--- src/rtl/mem_access_unit.sv ---
// mem_access_unit: MEM stage of a pipelined core. Issues one registered data
// memory request per load/store, stalls upstream until the one-cycle ack,
// aligns/extends load data and fills the MEM/WB register.
// Optional build macro: MEM_ALIGN_CHECK_EN (flag misaligned accesses instead of
// silently clearing the low address bits).
module mem_access_unit #(
    parameter int DATA_W = 32,
    parameter int REG_W  = 5
) (
    input  logic                  clk,
    input  logic                  rst,
    input  logic                  valid_i,
    input  logic                  RegWrite_i,
    input  logic                  MemtoReg_i,
    input  logic                  MemRead_i,
    input  logic                  MemWrite_i,
    input  logic [1:0]            size_i,
    input  logic                  unsigned_i,
    input  logic [DATA_W-1:0]     ALU_result_i,
    input  logic [DATA_W-1:0]     rt_data_i,
    input  logic [REG_W-1:0]      dest_reg_i,
    output logic                  stall_o,
    output logic                  dmem_req_o,
    output logic                  dmem_we_o,
    output logic [DATA_W-1:0]     dmem_addr_o,
    output logic [DATA_W/8-1:0]   dmem_be_o,
    output logic [DATA_W-1:0]     dmem_wdata_o,
    input  logic                  dmem_ack_i,
    input  logic [DATA_W-1:0]     dmem_rdata_i,
    output logic                  valid_o,
    output logic                  RegWrite_o,
    output logic                  MemtoReg_o,
    output logic [DATA_W-1:0]     read_data_o,
    output logic [DATA_W-1:0]     ALU_result_o,
    output logic [REG_W-1:0]      dest_reg_o,
    output logic                  misalign_o
);

    localparam int BE_W   = DATA_W / 8;
    localparam int LANE_W = $clog2(BE_W);
    localparam logic [DATA_W-1:0] LANE_MASK = DATA_W'(BE_W - 1);

    typedef enum logic {IDLE, BUSY} state_t;

    state_t                state_reg, state_next;

    // request register
    logic                  req_reg, we_reg;
    logic [DATA_W-1:0]     addr_reg, wdata_reg;
    logic [BE_W-1:0]       be_reg;

    // access context kept for the completion cycle
    logic                  pend_load_reg, pend_unsigned_reg;
    logic                  pend_regwrite_reg, pend_memtoreg_reg;
    logic [3:0]            pend_bytes_reg;
    logic [LANE_W-1:0]     pend_lane_reg;
    logic [DATA_W-1:0]     pend_alu_reg;
    logic [REG_W-1:0]      pend_dest_reg;

    // MEM/WB register
    logic                  valid_reg, regwrite_reg, memtoreg_reg;
    logic [DATA_W-1:0]     read_data_reg, alu_reg;
    logic [REG_W-1:0]      dest_reg;

    // request-side datapath
    logic [1:0]            size_eff;
    logic [3:0]            size_bytes;
    logic [DATA_W-1:0]     size_off_mask;
    logic [DATA_W-1:0]     eff_addr;
    logic [LANE_W-1:0]     lane;
    logic [BE_W-1:0]       size_mask;
    logic [BE_W-1:0]       be_calc;
    logic [DATA_W-1:0]     wdata_calc;
    logic                  mem_op, misaligned;
    logic                  issue, complete;

    // load-side datapath
    logic [DATA_W-1:0]     load_shifted, load_top, load_data;
    logic [6:0]            ext_sh;

    // A dword access only exists on a 64-bit datapath; elsewhere it degrades to word
    always_comb begin
        size_eff = size_i;
        if (DATA_W == 32 && size_i == 2'b11)
            size_eff = 2'b10;
    end

    assign size_bytes    = 4'd1 << size_eff;
    assign size_off_mask = {{(DATA_W-4){1'b0}}, size_bytes - 4'd1};
    assign mem_op        = valid_i & (MemRead_i | MemWrite_i);

`ifdef MEM_ALIGN_CHECK_EN
    assign misaligned = mem_op & (|(ALU_result_i & size_off_mask));
    assign eff_addr   = ALU_result_i;
`else
    assign misaligned = 1'b0;
    assign eff_addr   = ALU_result_i & ~size_off_mask;
`endif

    assign lane = eff_addr[LANE_W-1:0];

    // one enable bit per byte covered by the access size
    generate
        for (genvar gi = 0; gi < BE_W; gi++) begin : g_size_mask
            assign size_mask[gi] = (4'(gi) < size_bytes);
        end
    endgenerate

    assign be_calc = size_mask << lane;

    // Replicate the store datum into every lane so the memory just applies byte enables
    always_comb begin
        case (size_eff)
            2'b00:   wdata_calc = {BE_W{rt_data_i[7:0]}};
            2'b01:   wdata_calc = {(DATA_W/16){rt_data_i[15:0]}};
            2'b10:   wdata_calc = {(DATA_W/32){rt_data_i[31:0]}};
            default: wdata_calc = rt_data_i;
        endcase
    end

    // State register
    always_ff @(posedge clk or negedge rst) begin
        if (!rst) state_reg <= IDLE;
        else      state_reg <= state_next;
    end

    // Next state, stall and issue/complete strobes
    always_comb begin
        state_next = state_reg;
        stall_o    = 1'b0;
        issue      = 1'b0;
        complete   = 1'b0;
        case (state_reg)
            IDLE: begin
                if (mem_op && !misaligned) begin
                    stall_o    = 1'b1;
                    issue      = 1'b1;
                    state_next = BUSY;
                end
            end
            BUSY: begin
                stall_o = !dmem_ack_i;
                if (dmem_ack_i) begin
                    complete   = 1'b1;
                    state_next = IDLE;
                end
            end
            default: state_next = IDLE;
        endcase
    end

    // Request and access context: captured on issue, held stable while BUSY
    always_ff @(posedge clk or negedge rst) begin
        if (!rst) begin
            req_reg           <= 1'b0;
            we_reg            <= 1'b0;
            addr_reg          <= '0;
            be_reg            <= '0;
            wdata_reg         <= '0;
            pend_load_reg     <= 1'b0;
            pend_unsigned_reg <= 1'b0;
            pend_regwrite_reg <= 1'b0;
            pend_memtoreg_reg <= 1'b0;
            pend_bytes_reg    <= 4'd1;
            pend_lane_reg     <= '0;
            pend_alu_reg      <= '0;
            pend_dest_reg     <= '0;
        end else if (issue) begin
            req_reg           <= 1'b1;
            we_reg            <= MemWrite_i;
            addr_reg          <= eff_addr & ~LANE_MASK;
            be_reg            <= be_calc;
            wdata_reg         <= wdata_calc;
            pend_load_reg     <= !MemWrite_i;
            pend_unsigned_reg <= unsigned_i;
            pend_regwrite_reg <= RegWrite_i;
            pend_memtoreg_reg <= MemtoReg_i;
            pend_bytes_reg    <= size_bytes;
            pend_lane_reg     <= lane;
            pend_alu_reg      <= ALU_result_i;
            pend_dest_reg     <= dest_reg_i;
        end else if (complete) begin
            req_reg <= 1'b0;
        end
    end

    // Shift the addressed bytes down, then sign/zero-extend by shifting up and back
    always_comb begin
        load_shifted = dmem_rdata_i >> {pend_lane_reg, 3'b000};
        ext_sh       = 7'(DATA_W) - {pend_bytes_reg, 3'b000};
        load_top     = load_shifted << ext_sh;
        if (pend_unsigned_reg)
            load_data = load_top >> ext_sh;
        else
            load_data = $unsigned($signed(load_top) >>> ext_sh);
    end

    // MEM/WB register: completion, pass-through, or bubble
    always_ff @(posedge clk or negedge rst) begin
        if (!rst) begin
            valid_reg     <= 1'b0;
            regwrite_reg  <= 1'b0;
            memtoreg_reg  <= 1'b0;
            read_data_reg <= '0;
            alu_reg       <= '0;
            dest_reg      <= '0;
        end else if (complete) begin
            valid_reg     <= 1'b1;
            regwrite_reg  <= pend_regwrite_reg;
            memtoreg_reg  <= pend_memtoreg_reg;
            read_data_reg <= pend_load_reg ? load_data : '0;
            alu_reg       <= pend_alu_reg;
            dest_reg      <= pend_dest_reg;
        end else if (state_reg == IDLE && valid_i && !stall_o) begin
            // non-memory op, or a rejected misaligned access that must not write back
            valid_reg     <= 1'b1;
            regwrite_reg  <= RegWrite_i & ~misaligned;
            memtoreg_reg  <= MemtoReg_i;
            read_data_reg <= '0;
            alu_reg       <= ALU_result_i;
            dest_reg      <= dest_reg_i;
        end else begin
            valid_reg    <= 1'b0;
            regwrite_reg <= 1'b0;
        end
    end

`ifdef MEM_ALIGN_CHECK_EN
    logic misalign_reg;

    // One-cycle flag that follows a rejected misaligned access
    always_ff @(posedge clk or negedge rst) begin
        if (!rst) misalign_reg <= 1'b0;
        else      misalign_reg <= (state_reg == IDLE) && misaligned;
    end

    assign misalign_o = misalign_reg;
`else
    assign misalign_o = 1'b0;
`endif

    assign dmem_req_o   = req_reg;
    assign dmem_we_o    = we_reg;
    assign dmem_addr_o  = addr_reg;
    assign dmem_be_o    = be_reg;
    assign dmem_wdata_o = wdata_reg;
    assign valid_o      = valid_reg;
    assign RegWrite_o   = regwrite_reg;
    assign MemtoReg_o   = memtoreg_reg;
    assign read_data_o  = read_data_reg;
    assign ALU_result_o = alu_reg;
    assign dest_reg_o   = dest_reg;

endmodule

--- config.mk ---
export PLATFORM = sky130hd
export DESIGN_NAME = mem_access_unit
export DESIGN_NICKNAME = d
export VERILOG_FILES = /design/src/rtl/mem_access_unit.sv
export SDC_FILE = /design/constraint.sdc
export NUM_CORES = 1
export LEC_CHECK = 0
export BUFFER_PORTS_ARGS = -buffer_cell sky130_fd_sc_hd__buf_2
export CELL_PAD_IN_SITES_DETAIL_PLACEMENT = 0
export CELL_PAD_IN_SITES_GLOBAL_PLACEMENT = 2
export CORE_MARGIN = 2
export CORE_UTILIZATION = 29
export CTS_CLUSTER_SIZE = 10
export DETAILED_ROUTE_END_ITERATION = 7
export PLACE_DENSITY_LB_ADDON = 0.08
export SLEW_MARGIN = 20
export SYNTH_ARGS = -nofsm -noshare
export SYNTH_HDL_FRONTEND = slang
export SYNTH_SLANG_ARGS = --single-unit
--- constraint.sdc ---
create_clock -name clk -period 7.6 [get_ports clk]
set_clock_uncertainty 0.05 [all_clocks]
set_input_delay 0.76 -clock clk [delete_from_list [all_inputs] [get_ports clk]]
set_output_delay 0.76 -clock clk [all_outputs]
set_load 0.03 [all_outputs]
==> metrics.yaml, run 1 <==
max_slew_margin_pct: 24.85
max_stage_delay_ps: 980
ys.flop_type: "dfrtp_1"
setup_ws_ps: 3761
synth.most_common_cell: "nand2_1"
first_iter_violations: 386
yosysUniqueCellTypes: 67
pwr-share-comb_pct: 38.4
clkLatencyLatePin_ps: 430
tns_ps: 0
antenna_found_initial: 5
synthTopCellsByCount: "nand2_1 (247), dfrtp_1 (159), o21ai_0 (90), mux2i_1 (79), clkbuf_1 (44)"
syn_area_mm2: 0.008418
grt_pass1_wl_um: 41920
p_seq_share_pct: 35.0
synth_top_area_share_pct: 47.27
viasPerCell: 4.746
clock_tree.htree_level_count: 4
synth_top_area_cell: "dfrtp_1"
routed_wl_um: 26700
die_h_um: 174.4
fmax_mhz: 260.5
cts_resized: 0
fin_cells: 1498
highest_layer: "met5"
fp.dieW_um: 174.4
drc: 0
async_reset_ff_share_pct: 100.0
yosysWarnings: 0
ys_top_cells_by_area: "dfrtp_1 (47%), nand2_1 (11%), mux2i_1 (9.4%)"
cts-hold-fix-buffers: 0
intPower_mw: 1.950
ys_ff_latch: 160
endpoint_kind: "flip-flop"
crit_slowest_cell: "dfstp_2"
cts_made_buffers: 17
critPathMaxFanout: 33
power.share.clock_pct: 26.6
path_clk_slew_ps: 70
vias: 7110
crit_arrival_ps: 4100
port_buffers: 252
leakage_nw: 5.096
grt_start_max_net_pins: 86
synth-edff-count: 0
final_hold_viol_count: 0
tritoncts: "done"
post-route-period-util_pct: 50.52
ant_nets: 0
firstDrtPassIters: 5
grt_pass1_vias: 7178
gp_congestion: 0.7773
gr-total-overflow: 0
grt_util_all_layers_pct: 17.61
syn_area_per_cell_um2: 9.240
cap_violations: 0
wl_met1_um: 11910
met3WireLength_um: 1975
worst_pin_slew_ps: 1127
finalSetupViolations: 0
r2r_slack_ps: 3760
cts_setup_buffers: 0
syn_inst: 911
nets: 1211
clock_tree.root_cell: "clkbuf_16"
core_mm2: 0.02863
rsz0062_at_grt: "no"
syn_to_final_growth_pct: 22.76
avgRoutedWirePerCell_um: 17.82
initial_core_util_pct: 29.41
power_mw: 3.402
p_per_area_mw_per_mm2: 329.2
status: "finished, final reports clean"
switching_share_pct: 42.67
dpl.cell_count: 1463
io_pins: 256
crit_chain: "inv_4 > ha_1 > buf_4 > nor2_1 > o21a_1 > a222oi_1 > o32ai_1 > a221o_1"
ir_drop_mv: 0.1325
cts_max_path_buffers: 2
worstPathRequired_ps: 7860
wl_met2_um: 12390
finalCriticalPeriod_ps: 3839
hold_class: "in2async"
p_switching_mw: 1.452
worst_setup_path_start_kind: "flip-flop"
clkSinkCount: 160
layout-drive-gt1-share_pct: 29.55
dp_slack_ps: 3782
dieArea_mm2: 0.03041
criticalPathCategory: "reg2reg"
hpwl_um: 19210
ys_seq_area_share_pct: 47.58
rows: 62
final_max_slew_viol_count: 0
[path summary, 6_finish.rpt]
path | from | to | cells past startpoint
max in group asynchronous | rst | pend_alu_reg[3] | 2
worst min register to register | ALU_result_o[17] | ALU_result_o[17] | 2
worst max-delay path | pend_bytes_reg[0] | read_data_o[21] | 8
min in group clk | ALU_result_o[17] | ALU_result_o[17] | 2
worst min-delay path | rst | read_data_o[2] | 1
worst max register to register | pend_bytes_reg[0] | read_data_o[21] | 8
[per-stage QoR]
step | cell area (um2) | util (%) | hold slack, ps
2_1_floorplan | 8426 | - | 395.4
3_3_place_gp | 9726 | 33.98 | 405.5
3_5_place_dp | 9726 | 33.98 | 406.8
4_1_cts | 10320 | 36.07 | 295.6
5_1_grt | 10330 | 36.07 | 318.2
6_report | 10330 | 36.10 | 266.8
[critical path, delay by kind of cell, from the launching register on]
kind                       cells  cell delay [ps]
and+or+nand+nor                1              120
buffers and inverters          2              540
DFF                            1              980
AOI/OAI and AO/OA              4             1320
adders and majority gates      1              700
[cell families after synthesis]
logic type               synth area share (%)
other                                 0.04455
multiplexers                            11.13
XOR/XNOR                               0.7283
AND/OR/NAND/NOR                         15.31
buffers and inverters                   7.060
AO/OA/AOI/OAI                           18.00
adder cells (fa/ha/maj)                0.1486
flip-flops                              47.58
[metal layers]
metal | vias to the layer above | global-route usage (%)
met5 | - | 0
met4 | 2 | 5.077
met3 | 25 | 5.971
met2 | 196 | 28.22
met1 | 3351 | 22.55
li1 | 3536 | -
[placed cells by master, fill, tap and decap left out, types with 8 or more instances in the layout]
cell	netlist	layout
buf_2	11	251
nand2_1	247	247
dfrtp_1	159	159
o21ai_0	90	89
mux2i_1	79	79
a21oi_1	29	28
nor2_1	27	27
clkbuf_16	0	17
a22o_1	15	15
mux2_2	13	13
o22ai_1	13	13
inv_1	10	10
a221o_1	9	9
buf_4	31	9
nand3_1	8	8
[power by group through the flow]
stage	Combinational, mW	Sequential [mW]	Clock (mW)
2_1_floorplan	0.661	1.48	0
3_3_place_gp	1.33	1.20	0
3_5_place_dp	1.32	1.21	0
4_1_cts	1.33	1.19	0.942
5_1_grt	1.41	1.22	0.970
6_report	1.31	1.19	0.905
[area by class of cell]
class	count	area, um2
fillers	3037	18290
diodes	4	10.01
multi-input cells	646	3857
repair buffers	261	1335
clock inverters	14	172.7
flip-flops and latches	160	4005
inverters	12	47.55
well taps	384	480.5
clock buffers	17	425.4
(Power assumes the default switching activity.)
==> run 2: changes to the inputs <==
Settings changed: ABC_AREA set to 1, CORE_UTILIZATION 29 to 28.
Clock period 7.6 ns to 3.8 ns, I/O delays scaled along.
==> run 2 against run 1 <==
Synthesized cell count grew 35%. Design area up 3.6%. Critical path type unchanged. Critical endpoint is now read_data_o[28]. Fmax increased by 47%.
==> metrics.yaml, run 2 <==
firstDrtPassIters: 5  # unchanged
setup_ws_ps: 1196  # was 3761 ps
cts_resized: 0  # unchanged
crit_arrival_ps: 2910  # was 4100 ps
syn_to_final_growth_pct: 22.33  # was 22.76%
synth_top_area_share_pct: 45.48  # was 47.27%
ys_seq_area_share_pct: 45.78  # was 47.58%
worst_setup_path_start_kind: "flip-flop"  # unchanged
cts_max_path_buffers: 2  # unchanged
port_buffers: 252  # unchanged
grt_util_all_layers_pct: 18.85  # was 17.61%
synth.most_common_cell: "nand2_1"  # unchanged
dieArea_mm2: 0.03267  # was 0.03041 mm2
clkLatencyLatePin_ps: 440  # was 430 ps
avgRoutedWirePerCell_um: 16.66  # was 17.82 um
rsz0062_at_grt: "no"  # unchanged
status: "finished, final reports clean"  # unchanged
worstPathRequired_ps: 4110  # was 7860 ps
syn_inst: 1229  # was 911
fmax_mhz: 384.0  # was 260.5 MHz
cts_made_buffers: 17  # unchanged
worst_pin_slew_ps: 810.6  # was 1127 ps
layout-drive-gt1-share_pct: 22.24  # was 29.55%
most-common-layout-cells: "nand2_1 (521), buf_2 (251), dfrtp_1 (159), nand3_1 (131), nor2_1 (69)"  # was buf_2 (251), nand2_1 (247), dfrtp_1 (159), o21ai_0 (89), mux2i_1 (79)
tritoncts: "done"  # unchanged
syn_area_mm2: 0.008748  # was 0.008418 mm2
p_per_area_mw_per_mm2: 664.5  # was 329.2 mW/mm2
hpwl_um: 20980  # was 19,210 um
gp_congestion: 0.8045  # was 0.7773
post-route-period-util_pct: 68.54  # was 50.52%
ys.flop_type: "dfrtp_1"  # unchanged
initial_core_util_pct: 28.52  # was 29.41%
whs_path_depth: 3
register_area_mm2: 0.004005  # unchanged
critPathMaxFanout: 46  # was 33
die_h_um: 180.8  # was 174.4 um
dp_slack_ps: 911.6  # was 3782 ps
max_slew_margin_pct: 45.96  # was 24.85%
io_pins: 256  # unchanged
ant_nets: 0  # unchanged
routed_wl_um: 30320  # was 26,700 um
finalSetupViolations: 0  # unchanged
first_iter_violations: 353  # was 386
fillers: 3428  # was 3,037
grt_pass1_vias: 8779  # was 7,178
ys_ff_latch: 160  # unchanged
finalCriticalPeriod_ps: 2604  # was 3839 ps
path_clk_slew_ps: 70  # about the same
endpoint_kind: "flip-flop"  # unchanged
core_mm2: 0.03067  # was 0.02863 mm2
ys_top_cells_by_area: "dfrtp_1 (45%), nand2_1 (22%), nand3_1 (7.5%)"  # was dfrtp_1 (47%), nand2_1 (11%), mux2i_1 (9.4%)
final_common_cell: "nand2_1"  # was buf_2
drc: 0  # unchanged
cts-hold-fix-buffers: 1  # was 0
final_max_slew_viol_count: 0  # unchanged
syn_area_per_cell_um2: 7.118  # was 9.240 um2
clock_tree.root_cell: "clkbuf_16"  # unchanged
antenna_found_initial: 6  # was 5
async_reset_ff_share_pct: 100.0  # unchanged
clkSinkCount: 160  # unchanged
synthTopCellsByCount: "nand2_1 (524), dfrtp_1 (159), nand3_1 (131), nor2_1 (70), inv_1 (64)"  # was nand2_1 (247), dfrtp_1 (159), o21ai_0 (90), mux2i_1 (79), clkbuf_1 (44)
leakage_nw: 5.842  # was 5.096 nW
rows: 64  # was 62
grt_start_max_net_pins: 78  # was 86
nets: 1523  # was 1,211
synth-edff-count: 0  # unchanged
multiInputGateArea_mm2: 0.003925  # was 0.003857 mm2
final_hold_viol_count: 0  # unchanged
gr-total-overflow: 0  # unchanged
criticalPathCategory: "reg2reg"  # unchanged
cts_setup_buffers: 0  # unchanged
yosysWarnings: 0  # unchanged
ir_drop_mv: 0.3060  # was 0.1325 mV
synth_top_area_cell: "dfrtp_1"  # unchanged
yosysUniqueCellTypes: 33  # was 67
cap_violations: 0  # unchanged
grt_pass1_wl_um: 48660  # was 41,920 um
hold_class: "in2reg"  # was in2async
vias: 8421  # was 7,110
clock_tree.htree_level_count: 4  # unchanged
viasPerCell: 4.627  # was 4.746
fp.dieW_um: 180.8  # was 174.4 um
tns_ps: 0  # unchanged
rr_worst_depth: 8  # unchanged
==> run 2: power by group <==
group          internal (mW)  leakage [nW]  total, mW  switching [mW]
sequential              2.09          1.97       2.34           0.251
combinational          0.796          3.56       2.87            2.07
clock                   1.11         0.310       1.90           0.789
==> run 2: stage by stage <==
step	cell area, um2	util [%]	power, mW	cells	hold WS [ps]
after floorplan	8756	-	4.435	1231	34.41
after global placement	10050	32.78	5.296	1786	408.7
after detailed placement	10050	32.78	5.293	1786	409.2
after CTS	10690	34.86	7.239	1817	70.08
after global routing	10690	34.87	7.616	1817	91.49
final	10700	34.89	7.111	1820	92.44
==> run 2: path summary, 6_finish.rpt <==
kind                                   start         endpoint  slack (ps)
min reg2reg                  read_data_o[14]  read_data_o[14]         420
min in group asynchronous                rst   read_data_o[6]         500
min                          ALU_result_i[6]  pend_alu_reg[6]          90
max                        pend_bytes_reg[0]  read_data_o[28]        1200
max reg2reg                pend_bytes_reg[0]  read_data_o[28]        1200
max in group asynchronous                rst  pend_alu_reg[7]        2240
==> run 2: cells by family (layout without fill, tap and decap cells) <==
family	Yosys count	after routing	share of synthesized area (%)
other	1	6	0.04287
and+or+nand+nor	754	754	35.10
buffers and inverters	173	363	9.611
adders and majority gates	1	1	0.1430
xor gates and xnor gates	1	1	0.3147
DFF	160	160	45.78
AOI/OAI and AO/OA	139	139	9.010
==> run 2: area by class of cell <==
class,count,area share (%)
inverters,68,2.432
well taps,396,4.630
clock inverters,13,1.894
diodes,3,0.07015
multi-input cells,898,36.68
repair buffers,265,12.90
flip-flops and latches,160,37.43
clock buffers,17,3.975
==> run 2: metal layers <==
metal / share of wire, % / GRT usage (%) / vias up / routed length, um
li1: - / - / 4259 / -
met1: 42 / 21.87 / 3951 / 12650
met2: 50 / 33.76 / 174 / 15290
met3: 6.1 / 5.584 / 31 / 1837
met4: 1.7 / 4.839 / 6 / 508
met5: 0.14 / 0 / - / 41
==> run 2: critical path: stages, from the launching register on <==
cell	delay (ps)
dfstp_2	570
inv_6	130
ha_1	280
xnor2_4	310
nand2_1	180
a21oi_1	220
a21boi_4	510
nand2_1	100
o21ai_1	160
==> run 3: changes to the inputs <==
Settings changed: CORE_UTILIZATION 28 to 25.
Clock period 3.8 ns to 2.3 ns, I/O delays scaled along.
==> run 3 against run 2 <==
Core utilization fell by 1.2 points. Worst setup slack worse by 1100 ps. Register-to-register slack lost 1000 ps. Via count is 4.3% higher. Final cell count grew 7.8%. Clock power increased by 51%. Critical endpoint is now stall_o. Global-route usage is 0.91 points lower.
==> metrics.yaml, run 3 (synthesis gave the netlist of run 2 again) <==
finalCriticalPeriod_ps: 2155
syn_to_final_growth_pct: 33.11  # was 22.33%
layout-drive-gt1-share_pct: 22.97  # was 22.24%
wl_met1_um: 14220  # was 12,650 um
cts_max_path_buffers: 2  # unchanged
vias: 8785  # was 8,421
criticalPathCategory: "in2out"  # was reg2reg
initial_core_util_pct: 25.33  # was 28.52%
fillers: 3846  # was 3,428
final_max_slew_viol_count: 0  # unchanged
rsz0062_at_grt: "no"  # unchanged
drc: 0  # unchanged
viasPerCell: 4.478  # was 4.627
port_buffers: 252  # unchanged
worstPathRequired_ps: 2020  # was 4110 ps
critPathMaxFanout: 19  # was 46
crit_chain: "dlygate4sd3_1 > buf_2 > nor2_1 > inv_1 > nand2_4 > buf_4 > o21ai_0 > buf_2"  # was inv_6 > ha_1 > xnor2_4 > nand2_1 > a21oi_1 > a21boi_4 > nand2_1 > o21ai_1
gr-total-overflow: 0  # unchanged
cp_common_cell: "buf_2"  # was nand2_1
max_stage_delay_ps: 540  # was 570 ps
clkSinkCount: 160  # unchanged
ant_nets: 0  # unchanged
hpwl_um: 22440  # was 20,980 um
core_mm2: 0.03454  # was 0.03067 mm2
critPathTopFamily: "buffers and inverters"  # was compound AO/OA/AOI/OAI gates
post-route-period-util_pct: 93.69
grt_pass1_wl_um: 50570  # was 48,660 um
nets: 1606  # was 1,523
first_iter_violations: 430  # was 353
endpoint_kind: "output port"  # was flip-flop
clock_tree.root_cell: "clkbuf_16"  # unchanged
final_common_cell: "nand2_1"  # unchanged
grt_pass1_vias: 9111  # was 8,779
final_hold_viol_count: 0  # unchanged
path_clk_slew_ps: 70  # about the same
finalSetupViolations: 0  # unchanged
die_h_um: 191.1  # was 180.8 um
firstDrtPassIters: 4  # was 5
worst_setup_path_start_kind: "input port"  # was flip-flop
worst_pin_slew_ps: 657.6  # was 810.6 ps
cp_num_buf_inv: 5  # was 1
cap_violations: 0  # unchanged
power_mw: 11.85  # was 7.111 mW
max_slew_margin_pct: 56.16  # was 45.96%
antenna_found_initial: 4  # was 6
most-common-layout-cells: "nand2_1 (520), buf_2 (251), dfrtp_1 (159), nand3_1 (131), nor2_1 (70)"  # was nand2_1 (521), buf_2 (251), dfrtp_1 (159), nand3_1 (131), nor2_1 (69)
p_per_area_mw_per_mm2: 1017  # was 664.5 mW/mm2
dieArea_mm2: 0.03651  # was 0.03267 mm2
hold_class: "in2reg"  # unchanged
avgRoutedWirePerCell_um: 16.27  # was 16.66 um
met3WireLength_um: 1928  # was 1837 um
clkLatencyLatePin_ps: 440  # about the same
wl_met2_um: 15260  # was 15,290 um
crit_slowest_cell: "dlygate4sd3_1"  # was dfstp_2
cts_made_buffers: 17  # unchanged
tritoncts: "done"  # unchanged
grt_util_all_layers_pct: 17.93  # was 18.85%
grt_start_max_net_pins: 78  # unchanged
ir_drop_mv: 0.5391  # was 0.3060 mV
fp.dieW_um: 191.1  # was 180.8 um
io_pins: 256  # unchanged
clock_tree.htree_level_count: 4  # unchanged
status: "finished, final reports clean"  # unchanged
routed_wl_um: 31910  # was 30,320 um
tns_ps: 0  # unchanged
finalInstanceArea_mm2: 0.01164  # was 0.01070 mm2
leakage_nw: 6.221  # was 5.842 nW
placed_area_mm2: 0.01047  # was 0.01005 mm2
crit_arrival_ps: 1870  # was 2910 ps
r2r_slack_ps: 170  # was 1200 ps
gp_congestion: 0.7944  # was 0.8045
rows: 68  # was 64
highest_layer: "met5"  # unchanged
fmax_mhz: 464.1
[run 3: changes by cell type in the layout (fill, tap and decap cells not counted), sizes merged]
cell / change
dlygate4sd3: +58
buf: +25
clkbuf: +4
bufinv: -3
clkinvlp: +2
diode: -2
inv: -1
[run 3: power by group]
group | internal, mW | switching [mW] | total (mW)
logic | 1.57 | 3.57 | 5.14
clock network | 1.59 | 1.27 | 2.86
registers | 3.46 | 0.387 | 3.84
[run 3: cell type report]
| type | instances | area (um2) | area share [%] |
|---|---|---|---|
| diodes | 1 | 2.502 | 0.02149 |
| clock buffers | 21 | 470.5 | 4.040 |
| clock inverters | 11 | 102.6 | 0.8811 |
| inverters | 68 | 262.8 | 2.256 |
| multi-input cells | 898 | 3946 | 33.89 |
| flip-flops and latches | 160 | 4005 | 34.39 |
| well taps | 455 | 569.3 | 4.889 |
| repair buffers | 348 | 2286 | 19.63 |
[run 3: tightest hold or removal path, stage by stage]
cell     delay (ps)
buf_2           120
nand2_1          60
a31oi_1          70
[run 3: path summary, 6_finish.rpt]
path | from | end | cells after the start
max | MemWrite_i | stall_o | 8
min | ALU_result_i[0] | ALU_result_o[0] | 3
max reg2reg | pend_bytes_reg[0] | read_data_o[24] | 9
min reg2reg | read_data_o[4] | read_data_o[4] | 2
max in group asynchronous | rst | ALU_result_o[17] | 3
min in group asynchronous | rst | dmem_wdata_o[13] | 2
[run 3: layer usage]
layer,global-route usage (%),vias up
met5,0,-
met4,4.734,2
met3,5.526,28
met2,30.17,182
met1,22.22,4143
li1,-,4430
[run 3: metrics by stage]
stage / util [%] / std cells / setup WS, ps / hold slack (ps)
final: 33.71 / 1962 / 145.1 / 25.63
after global routing: 33.71 / 1962 / 0.1392 / 2.950
after global placement: 30.30 / 1869 / 84.04 / 249.7
after floorplan: - / 1231 / 4.334 / -115.6
after detailed placement: 30.30 / 1869 / 56.15 / 244.0
after CTS: 33.66 / 1960 / 49.71 / 3.374
[run 3: timing repair]
item,4_1_cts,5_1_grt
setup buffers,0,1
gates resized for setup,0,3
endpoints found under the setup margin,0,16
endpoints found under the hold margin,150,0
hold buffers,59,0
